===== config.mk =====
export PLATFORM = sky130hd
export DESIGN_NAME = w5300_udp_tx_sequencer
export DESIGN_NICKNAME = d
export VERILOG_FILES = /design/src/rtl/w5300_udp_tx_sequencer_pkg.sv /design/src/rtl/w5300_udp_tx_sequencer.sv
export SDC_FILE = /design/constraint.sdc
export NUM_CORES = 1
export LEC_CHECK = 0
export CAP_MARGIN = 20
export CORE_MARGIN = 3
export CORE_UTILIZATION = 50
export DETAILED_ROUTE_END_ITERATION = 7
export PLACE_DENSITY = 0.76
export SKIP_LAST_GASP = 1
export SLEW_MARGIN = 0
export SYNTH_ARGS = -nofsm -noshare
export SYNTH_HDL_FRONTEND = slang
export SYNTH_SLANG_ARGS = --single-unit
export TNS_END_PERCENT = 5

===== constraint.sdc =====
create_clock -name clk -period 2.83 [get_ports clk]
set_clock_uncertainty 0.05 [all_clocks]
set_input_delay 0.283 -clock clk [delete_from_list [all_inputs] [get_ports clk]]
set_output_delay 0.283 -clock clk [all_outputs]
set_load 0.01 [all_outputs]

===== src/rtl/w5300_udp_tx_sequencer_pkg.sv =====
// rtl/w5300_udp_tx_sequencer_pkg.sv - W5300 socket register map, bus op codes and Tx sequencer states
package w5300_udp_tx_sequencer_pkg;

    typedef enum logic {
        RD = 1'b0,
        WR = 1'b1
    } AddrOperation;

    typedef enum logic [3:0] {
        IDLE,
        RD_FSR0,
        RD_FSR2,
        CHK_FSR,
        FETCH,
        PUSH,
        WR_WRSR0,
        WR_WRSR2,
        WR_CR,
        RD_IR,
        CHK_IR,
        CLR_IR,
        FINISH
    } TxSeqState;

    // Socket 0 offsets; socket n sits 0x40 further up the map.
    localparam logic [9:0] Sn_CR       = 10'h202;
    localparam logic [9:0] Sn_IR       = 10'h206;
    localparam logic [9:0] Sn_TX_WRSR0 = 10'h220;
    localparam logic [9:0] Sn_TX_WRSR2 = 10'h222;
    localparam logic [9:0] Sn_TX_FSR0  = 10'h224;
    localparam logic [9:0] Sn_TX_FSR2  = 10'h226;
    localparam logic [9:0] Sn_TX_FIFOR = 10'h22E;

    localparam logic [15:0] Sn_CR_SEND        = 16'h0020;
    localparam logic [15:0] Sn_IR_IMR_SENDOK  = 16'h0010;
    localparam logic [15:0] Sn_IR_IMR_TIMEOUT = 16'h0008;
    localparam logic [15:0] Sn_IR_CLR_MASK    = Sn_IR_IMR_SENDOK | Sn_IR_IMR_TIMEOUT;
    localparam logic [15:0] Sn_MSSR_UDP       = 16'd1472;
    localparam logic [15:0] UDP_MAX_PAYLOAD   = Sn_MSSR_UDP;

    function automatic logic [9:0] get_socket_n_reg(input logic [9:0] base, input logic [2:0] sock);
        return base + {1'b0, sock, 6'b000000};
    endfunction

endpackage


===== src/rtl/w5300_udp_tx_sequencer.sv =====
// rtl/w5300_udp_tx_sequencer.sv - sends one UDP datagram on a W5300 socket via the shared register port
module w5300_udp_tx_sequencer
    import w5300_udp_tx_sequencer_pkg::*;
#(
    parameter int SOCKET    = 0,
    parameter int MAX_POLLS = 1024
) (
    input  logic         clk,
    input  logic         rst,
    input  logic         start,
    input  logic [15:0]  len,
    output logic         busy,
    output logic         done,
    output logic         err,
    input  logic [15:0]  data,
    input  logic         dataValid,
    output logic         dataReady,
    output logic         regReq,
    output AddrOperation regOp,
    output logic [9:0]   regAddr,
    output logic [15:0]  regWData,
    input  logic         regAck,
    input  logic [15:0]  regRData
);

    localparam logic [2:0]  SOCK      = 3'(SOCKET);
    localparam logic [15:0] POLL_LAST = 16'(MAX_POLLS - 1);
    localparam logic [15:0] POLL_MAX  = 16'(MAX_POLLS);

    localparam logic [9:0] ADDR_CR    = get_socket_n_reg(Sn_CR, SOCK);
    localparam logic [9:0] ADDR_IR    = get_socket_n_reg(Sn_IR, SOCK);
    localparam logic [9:0] ADDR_WRSR0 = get_socket_n_reg(Sn_TX_WRSR0, SOCK);
    localparam logic [9:0] ADDR_WRSR2 = get_socket_n_reg(Sn_TX_WRSR2, SOCK);
    localparam logic [9:0] ADDR_FSR0  = get_socket_n_reg(Sn_TX_FSR0, SOCK);
    localparam logic [9:0] ADDR_FSR2  = get_socket_n_reg(Sn_TX_FSR2, SOCK);
    localparam logic [9:0] ADDR_FIFOR = get_socket_n_reg(Sn_TX_FIFOR, SOCK);

    TxSeqState   state, nextState;
    logic [15:0] lenR;
    logic [15:0] wordsLeft;
    logic [15:0] pollCnt;
    logic [15:0] wordR;
    logic [15:0] rdR;
    logic        fsrHi;
    logic        okR;
    logic        gap;
    logic        ack;
    logic        lenBad;
    logic        freeOk;
    logic        irOk;
    logic        irTimeout;
    logic [16:0] lenPlus;

    // A request is only acknowledged while it is actually outstanding.
    assign ack       = regAck && regReq;
    assign lenBad    = (len == 16'd0) || (len > UDP_MAX_PAYLOAD);
    assign freeOk    = {fsrHi, rdR} >= {1'b0, lenR};
    assign irOk      = (rdR & Sn_IR_IMR_SENDOK) != 16'd0;
    assign irTimeout = (rdR & Sn_IR_IMR_TIMEOUT) != 16'd0;
    assign lenPlus   = {1'b0, len} + 17'd1;

    always_ff @(posedge clk) begin
        if (rst) state <= IDLE;
        else     state <= nextState;
    end

    always_comb begin
        nextState = state;
        regReq    = 1'b0;
        regOp     = RD;
        regAddr   = 10'd0;
        regWData  = 16'd0;
        dataReady = 1'b0;
        busy      = (state != IDLE) && (state != FINISH);
        done      = 1'b0;
        err       = 1'b0;
        case (state)
            IDLE: if (start) nextState = lenBad ? FINISH : RD_FSR0;
            RD_FSR0: begin
                regReq  = !gap;
                regAddr = ADDR_FSR0;
                if (ack) nextState = RD_FSR2;
            end
            RD_FSR2: begin
                regReq  = !gap;
                regAddr = ADDR_FSR2;
                if (ack) nextState = CHK_FSR;
            end
            CHK_FSR: begin
                if (freeOk)                 nextState = FETCH;
                else if (pollCnt >= POLL_LAST) nextState = FINISH;
                else                        nextState = RD_FSR0;
            end
            FETCH: begin
                dataReady = 1'b1;
                if (dataValid) nextState = PUSH;
            end
            PUSH: begin
                regReq   = !gap;
                regOp    = WR;
                regAddr  = ADDR_FIFOR;
                regWData = wordR;
                if (ack) nextState = (wordsLeft == 16'd1) ? WR_WRSR0 : FETCH;
            end
            WR_WRSR0: begin
                regReq  = !gap;
                regOp   = WR;
                regAddr = ADDR_WRSR0;
                if (ack) nextState = WR_WRSR2;
            end
            WR_WRSR2: begin
                regReq   = !gap;
                regOp    = WR;
                regAddr  = ADDR_WRSR2;
                regWData = lenR;
                if (ack) nextState = WR_CR;
            end
            WR_CR: begin
                regReq   = !gap;
                regOp    = WR;
                regAddr  = ADDR_CR;
                regWData = Sn_CR_SEND;
                if (ack) nextState = RD_IR;
            end
            RD_IR: begin
                regReq  = !gap;
                regAddr = ADDR_IR;
                if (ack) nextState = CHK_IR;
            end
            CHK_IR: begin
                if (irOk || irTimeout)         nextState = CLR_IR;
                else if (pollCnt >= POLL_LAST) nextState = FINISH;
                else                           nextState = RD_IR;
            end
            CLR_IR: begin
                regReq   = !gap;
                regOp    = WR;
                regAddr  = ADDR_IR;
                regWData = rdR & Sn_IR_CLR_MASK;
                if (ack) nextState = FINISH;
            end
            FINISH: begin
                done      = okR;
                err       = !okR;
                nextState = IDLE;
            end
            default: nextState = IDLE;
        endcase
    end

    // Datapath; gap forces one idle bus cycle after every acknowledged request.
    always_ff @(posedge clk) begin
        if (rst) begin
            lenR      <= 16'd0;
            wordsLeft <= 16'd0;
            pollCnt   <= 16'd0;
            wordR     <= 16'd0;
            rdR       <= 16'd0;
            fsrHi     <= 1'b0;
            okR       <= 1'b0;
            gap       <= 1'b0;
        end else begin
            gap <= ack;
            case (state)
                IDLE: if (start) begin
                    okR     <= 1'b0;
                    pollCnt <= 16'd0;
                    if (!lenBad) begin
                        lenR      <= len;
                        wordsLeft <= lenPlus[16:1];
                    end
                end
                RD_FSR0: if (ack) fsrHi <= regRData[0];
                RD_FSR2: if (ack) rdR <= regRData;
                CHK_FSR: if (!freeOk && pollCnt < POLL_MAX) pollCnt <= pollCnt + 16'd1;
                FETCH:   if (dataValid) wordR <= data;
                PUSH:    if (ack) wordsLeft <= wordsLeft - 16'd1;
                WR_CR:   if (ack) pollCnt <= 16'd0;
                RD_IR:   if (ack) rdR <= regRData;
                CHK_IR: begin
                    if (irOk) okR <= 1'b1;
                    else if (!irTimeout && pollCnt < POLL_MAX) pollCnt <= pollCnt + 16'd1;
                end
                default: ;
            endcase
        end
    end

endmodule


* Yosys cells after proc, flatten, opt, wreduce, memory -nomap -nowiden
Index checks and enable logic that the tools add are counted.
** Word-level totals
- Logic and storage cells :: 111
- Register bits :: 87
- Input port bits :: 53
** Cells by class
- Bitwise gates (word level) :: 1
- Magnitude comparators :: 4
- $add $sub $neg :: 3
- Equal/unequal tests :: 29
- Mux-type cells :: 37
- Reduce and logical (&&, ||, !) cells :: 28
** Operators with widths (count)
- two-way mux 16 bit :: 8
- one-hot mux 16 bit (4 select lines) :: 2
- one-hot mux 10 bit (7 select lines) :: 1
- two-way mux 4 bit :: 13
- one-hot mux 4 bit (12 select lines) :: 1
- one-hot mux 16 bit (2 select lines) :: 1
- != test 2 bit, second input constant :: 15
- equality test 4 bit, second input constant :: 5
- adder 16 x 1 -> 17 bit, second input constant :: 1
- greater-or-equal comparator 17 x 16 -> 1 bit :: 1
- adder 16 x 1 -> 16 bit, second input constant :: 1
- equality test 16 x 1 -> 1 bit, second input constant :: 1
- equality test 4 x 3 -> 1 bit, second input constant :: 4
- greater-or-equal comparator 16 x 10 -> 1 bit, second input constant :: 1
- greater-than comparator 16 x 11 -> 1 bit, second input constant :: 1
- zero test 16 bit :: 1
- < comparator 16 x 11 -> 1 bit, second input constant :: 1
- subtractor 16 x 1 -> 16 bit, second input constant :: 1
- AND reduction 10 bit :: 1
- equality test 4 x 2 -> 1 bit, second input constant :: 2
- nonzero test 4 bit :: 2
- OR reduction 8 bit :: 1
- two-way mux 1 bit :: 7
- two-way mux 3 bit :: 2
- 16 further kinds :: 28

* Depth between registers and ports, before layout
- Word-level depth :: 6
- Mapped depth :: 10

* Least setup slack after synthesis
No wires, ideal clock.
- Path type :: input port to flip-flop
- Start point :: input port len[0]
- End point :: register wordsLeft[10]
- Buffers on the path :: 2
- Library setup time :: 130 ps
- Arrival :: 1973 ps
- Stages :: 10
- Slack :: 677 ps
- Path through :: inv_1 ha_1 or4b_4 nor4_2 nor4_2 buf_6 or2_4 buf_8 a21oi_2 nor3_2
** Between the ends
- Cells in the longest elaborated chain, start to end :: 4
- Elaborated cells between the ends (all ways) :: 9
- Those cells by class :: 1 x add/sub; 1 x order compare; 1 x eq/ne; 3 x mux; 3 x reduce/logical
** RTL lines
- start: declaration :: line w5300_udp_tx_sequencer.sv:11 : input logic [15:0] len,
- adder 16 x 1 -> 17 bit, or another cell as far along :: line w5300_udp_tx_sequencer.sv:60 : assign lenPlus = {1'b0, len} + 17'd1;
- two-way mux 16 bit or logical OR 1 bit (tied branches) :: line w5300_udp_tx_sequencer.sv:168, w5300_udp_tx_sequencer.sv:56
- two-way mux 16 bit or != test 2 bit (tied branches)
- one-hot mux 16 bit (2 select lines) or AND reduction 4 bit (tied branches)
- end signal: assignment :: line w5300_udp_tx_sequencer.sv:170 : wordsLeft <= lenPlus[16:1];
- end signal: assignment :: line w5300_udp_tx_sequencer.sv:177 : PUSH: if (ack) wordsLeft <= wordsLeft - 16'd1;
- end: declaration :: line w5300_udp_tx_sequencer.sv:40 : logic [15:0] wordsLeft;
Parallel ways exist; a longest one is shown, timed or not. The select of a mux whose other input is x is not followed.
A chain may end at the register's enable or synchronous reset.

* Worst setup path after layout
- Start point :: register state[1]
- End point :: output port regWData[3]
** Between the ends
- Cells in the longest elaborated chain, start to end :: 2
- Elaborated cells between the ends (all ways) :: 5
- Those cells by class :: 4 x eq/ne; 1 x mux
** RTL lines
- start: declaration :: line w5300_udp_tx_sequencer.sv:38 : TxSeqState state, nextState;
- start signal: assignment :: line w5300_udp_tx_sequencer.sv:64 : else state <= nextState;
- equality test 4 bit or equality test 4 x 3 -> 1 bit (tied branches) :: line w5300_udp_tx_sequencer.sv:77 : case (state)
- one-hot mux 16 bit (4 select lines) * :: line w5300_udp_tx_sequencer.sv:77
- end: declaration :: line w5300_udp_tx_sequencer.sv:21 : output logic [15:0] regWData,
Every way passes the cells marked *; elsewhere a longest branch is shown, timed or not.

==> metrics.txt <==
# TYPE chip_impl_metric gauge
chip_impl_metric{name="fp.dieArea",unit="mm^2"} 0.0115
chip_impl_metric{name="worst_slew_pin_slew",unit="ps"} 955
chip_impl_metric{name="cts_hold_repair.buffers",unit=""} 0
chip_impl_metric{name="first_global_vias",unit=""} 4771
chip_impl_metric{name="boundaryPins",unit=""} 85
chip_impl_info{name="synth_flop_cell",value="dfxtp_1"} 1
chip_impl_metric{name="timing.max_cap.violations",unit=""} 0
chip_impl_metric{name="io_buffer_count",unit=""} 79
chip_impl_metric{name="report.final.setup_viol",unit=""} 0
chip_impl_info{name="timing.critical_path.cells",value="inv_1, nor3_1, inv_2, o211ai_1, clkdlybuf4s50_1"} 1
chip_impl_info{name="critical_path.endpoint_type",value="output pin"} 1
chip_impl_info{name="min_delay_worst_endpoint",value="state[2]"} 1
chip_impl_info{name="unrepaired_setup_endpoints_after_global_routing",value="true"} 1
chip_impl_metric{name="floorplan.die.width",unit="um"} 107
chip_impl_metric{name="drt-total-wl",unit="um"} 14000
chip_impl_metric{name="clk_latency",unit="ps"} 360
chip_impl_metric{name="power_per_cell_area",unit="mW/mm^2"} 570
chip_impl_metric{name="slew_margin_rel",unit="%"} 36.3
chip_impl_metric{name="ys_ff_latch",unit=""} 87
chip_impl_info{name="startpoint_type",value="flop"} 1
chip_impl_metric{name="synth.yosys.seq_area_share",unit="%"} 33.9
chip_impl_metric{name="ys_async_sr_fraction",unit="%"} 0
chip_impl_metric{name="yosysUniqueCellTypes",unit=""} 69
chip_impl_metric{name="num-nets-final",unit=""} 808
chip_impl_info{name="netlist_top_cells_area",value="dfxtp_1 34%, mux2i_1 5.8%, nand2_1 5.8%"} 1
chip_impl_metric{name="hpwl",unit="um"} 10400
chip_impl_metric{name="share_of_post_route_cells_with_drive_strength_above_1",unit="%"} 9.20
chip_impl_metric{name="grt.total_usage",unit="%"} 24.5
chip_impl_metric{name="wire_length_of_the_first_global_routing_pass",unit="um"} 22800
chip_impl_metric{name="worstRegToRegCells",unit=""} 8
chip_impl_info{name="tritoncts",value="built"} 1
chip_impl_metric{name="cp_data_arrival_time",unit="ps"} 2420
chip_impl_metric{name="total_standard_cell_area_after_synthesis",unit="mm^2"} 0.00514
chip_impl_info{name="run_status",value="finished clean"} 1
chip_impl_info{name="min-delay-path-class",value="primary input to flop"} 1
chip_impl_metric{name="report.final.slew_viol_count",unit=""} 0
chip_impl_metric{name="post-route-drc-count",unit=""} 0
chip_impl_info{name="timing.critical_path.max_delay_family",value="buffers and inverters"} 1
chip_impl_metric{name="grt_residual_overflow",unit=""} 0
chip_impl_metric{name="vias_post_dr",unit=""} 5013
chip_impl_metric{name="growth_of_design_area_from_synthesis_to_finish",unit="%"} 23.6
chip_impl_metric{name="cpPeakStageDelay",unit="ps"} 590
chip_impl_metric{name="dr.first_iter.drc_count",unit=""} 302
chip_impl_metric{name="grt_start_max_net_pins",unit=""} 87
chip_impl_metric{name="synthesis.yosys.warnings",unit=""} 0
chip_impl_metric{name="floorplan.die.height",unit="um"} 107
chip_impl_metric{name="core",unit="mm^2"} 0.00986
chip_impl_info{name="hold_path.startpoint",value="rst"} 1
chip_impl_info{name="yosysTopAreaCell",value="dfxtp_1"} 1
chip_impl_metric{name="timing.final.crit_period",unit="ps"} 2750
chip_impl_metric{name="cts-buffers-inserted",unit=""} 9
chip_impl_metric{name="clkTransAtPathRegs",unit="ps"} 90
chip_impl_metric{name="clock_sinks",unit=""} 87
chip_impl_metric{name="synth-edff-count",unit=""} 0
chip_impl_metric{name="design_power_total",unit="mW"} 3.62
chip_impl_metric{name="drt-vias-per-instance",unit=""} 5.75
chip_impl_metric{name="hold_depth",unit=""} 4
chip_impl_metric{name="critical_path.n_buffers_inverters",unit=""} 3
chip_impl_metric{name="cts.htree.levels",unit=""} 3
chip_impl_metric{name="min_period_over_period",unit="%"} 97.1
chip_impl_metric{name="fin_setup_tns",unit="ps"} 0
chip_impl_metric{name="leakage",unit="nW"} 2.39
chip_impl_info{name="worstReg2RegEnd",value="pollCnt[3]"} 1
chip_impl_metric{name="antenna_violating_nets_post_route",unit=""} 0
chip_impl_metric{name="crit_fanout",unit=""} 15
chip_impl_metric{name="antennaDiodeCount",unit=""} 0
chip_impl_metric{name="floorplan.initialDensity",unit="%"} 52.1
chip_impl_metric{name="rows",unit=""} 36
chip_impl_metric{name="setup.reg_to_reg.worst_slack",unit="ps"} 260
chip_impl_metric{name="route.detailed.wl_per_inst",unit="um"} 16.1
chip_impl_info{name="clock-root-buffer",value="clkbuf_8"} 1
chip_impl_metric{name="postSynthAreaPerCell",unit="um^2"} 7.84
chip_impl_metric{name="final-hold-violation-count",unit=""} 0
chip_impl_metric{name="critical_path_required",unit="ps"} 2500
chip_impl_metric{name="ir_drop",unit="uV"} 279
chip_impl_metric{name="netlist.area_leader.share",unit="%"} 33.9
chip_impl_metric{name="place_congestion",unit=""} 0.937
chip_impl_metric{name="dr.pass1.iters",unit=""} 4
chip_impl_info{name="timing.critical_path.slowest_stage_cell",value="clkdlybuf4s50_1"} 1
chip_impl_metric{name="clk_path_buf_depth",unit=""} 2
chip_impl_metric{name="antenna_violations_before_repair",unit=""} 0
chip_impl_info{name="type_of_the_worst_setup_path",value="flop to output pin"} 1
chip_impl_metric{name="fmaxAchievable",unit="MHz"} 364
chip_impl_metric{name="post_synth_inst_count",unit=""} 656
chip_impl_info{name="worstReg2RegStart",value="lenR[10]"} 1
[synth_stat cells, types with 17 or more instances]
cell	count
dfxtp_1	87
nand2_1	80
nor2_1	64
a21oi_1	48
inv_1	38
o21ai_0	31
mux2i_1	30
clkbuf_1	24
nand3_1	24
ha_1	21
nor3_1	17
[worst min-delay path, stage by stage]
cell,delay [ps]
buf_2,90
inv_1,220
nand2_1,140
a31oi_1,40
[per-layer routing]
layer	share of wire (%)	track usage [%]
met3	5.4	4.08
met5	0	0
met2	49	42.0
met4	2.3	9.11
met1	44	31.0
[cell families after synthesis]
kind of cell               after synthesis  share of synthesized area, %
AOI/OAI and AO/OA                      157                          20.1
adders and majority gates               21                          5.11
and+or+nand+nor                        264                          25.4
xor gates and xnor gates                14                          2.39
buffers and inverters                   82                          7.18
other                                    1                        0.0729
muxes                                   30                          5.84
DFF                                     87                          33.9
[power by group]
part / internal, mW / switching [mW] / leakage, nW / total (mW)
Sequential: 1.28 / 0.0511 / 0.702 / 1.33
Combinational: 0.581 / 0.736 / 1.58 / 1.32
Clock: 0.522 / 0.450 / 0.110 / 0.971
Total: 2.38 / 1.24 / 2.39 / 3.62
[how the worst max path moves through the flow]
stage | startpoint | end | slack, ps | cells past startpoint
floorplan | len[0] | wordsLeft[10] | 680 | 10
global placement | len[0] | lenR[10] | 150 | 9
detailed placement | len[0] | lenR[6] | 60 | 9
CTS | state[1] | regWData[3] | 20 | 5
global route | state[1] | regWData[13] | -60 | 5
finish | state[1] | regWData[3] | 80 | 5
[sequential cells by signal, indices dropped and copies added (netlist names)]
name,flops
wordsLeft,16
pollCnt,16
fsrHi,1
wordR,16
gap,1
okR,1
lenR,16
rdR,16
state,4
[layout make-up]
cell class | count | area [um^2]
clock buffers | 11 | 141
clock inverters | 5 | 81.3
fillers | 853 | 3510
inverters | 38 | 146
multi-input cells | 491 | 3050
flip-flops and latches | 87 | 1740
well taps | 133 | 166
repair buffers | 107 | 1020
[cell usage in the layout, fill, tap and decap left out, types with 5 or more instances in the layout]
| cell | count |
|---|---|
| dfxtp_1 | 87 |
| nand2_1 | 80 |
| clkdlybuf4s50_1 | 78 |
| nor2_1 | 64 |
| a21oi_1 | 48 |
| inv_1 | 36 |
| o21ai_0 | 31 |
| mux2i_1 | 30 |
| buf_4 | 26 |
| nand3_1 | 24 |
| ha_1 | 21 |
| nor3_1 | 17 |
| nand4_1 | 11 |
| xnor2_1 | 11 |
| and3_1 | 11 |
| a22oi_1 | 11 |
| clkbuf_8 | 10 |
| o32ai_1 | 9 |
| nor4_1 | 7 |
| and2_1 | 5 |
| nand2b_1 | 5 |
| or4_1 | 5 |
| o21ai_1 | 5 |
| a31oi_1 | 5 |
| nor3b_1 | 5 |
| or3_1 | 5 |
| o211ai_2 | 5 |
| conb_1 | 5 |
[metrics by stage]
stage | hold WS [ps] | instance area, um^2 | utilization, % | instances | setup WS, ps
6_report | 400 | 6350 | 64.4 | 872 | 81.5
5_1_grt | 408 | 6350 | 64.4 | 872 | -57.6
4_1_cts | 370 | 6330 | 64.2 | 871 | 17.6
3_5_place_dp | 398 | 6110 | 61.9 | 855 | 63.1
3_3_place_gp | 393 | 6110 | 61.9 | 855 | 146
2_1_floorplan | 369 | 5160 | - | 660 | 677
[repair_timing]
action | 4_1_cts | 5_1_grt
buffers inserted | 0 | 1
endpoints found under the setup margin | 0 | 15
gates resized for setup | 0 | 2
(Power assumes the default switching activity.)
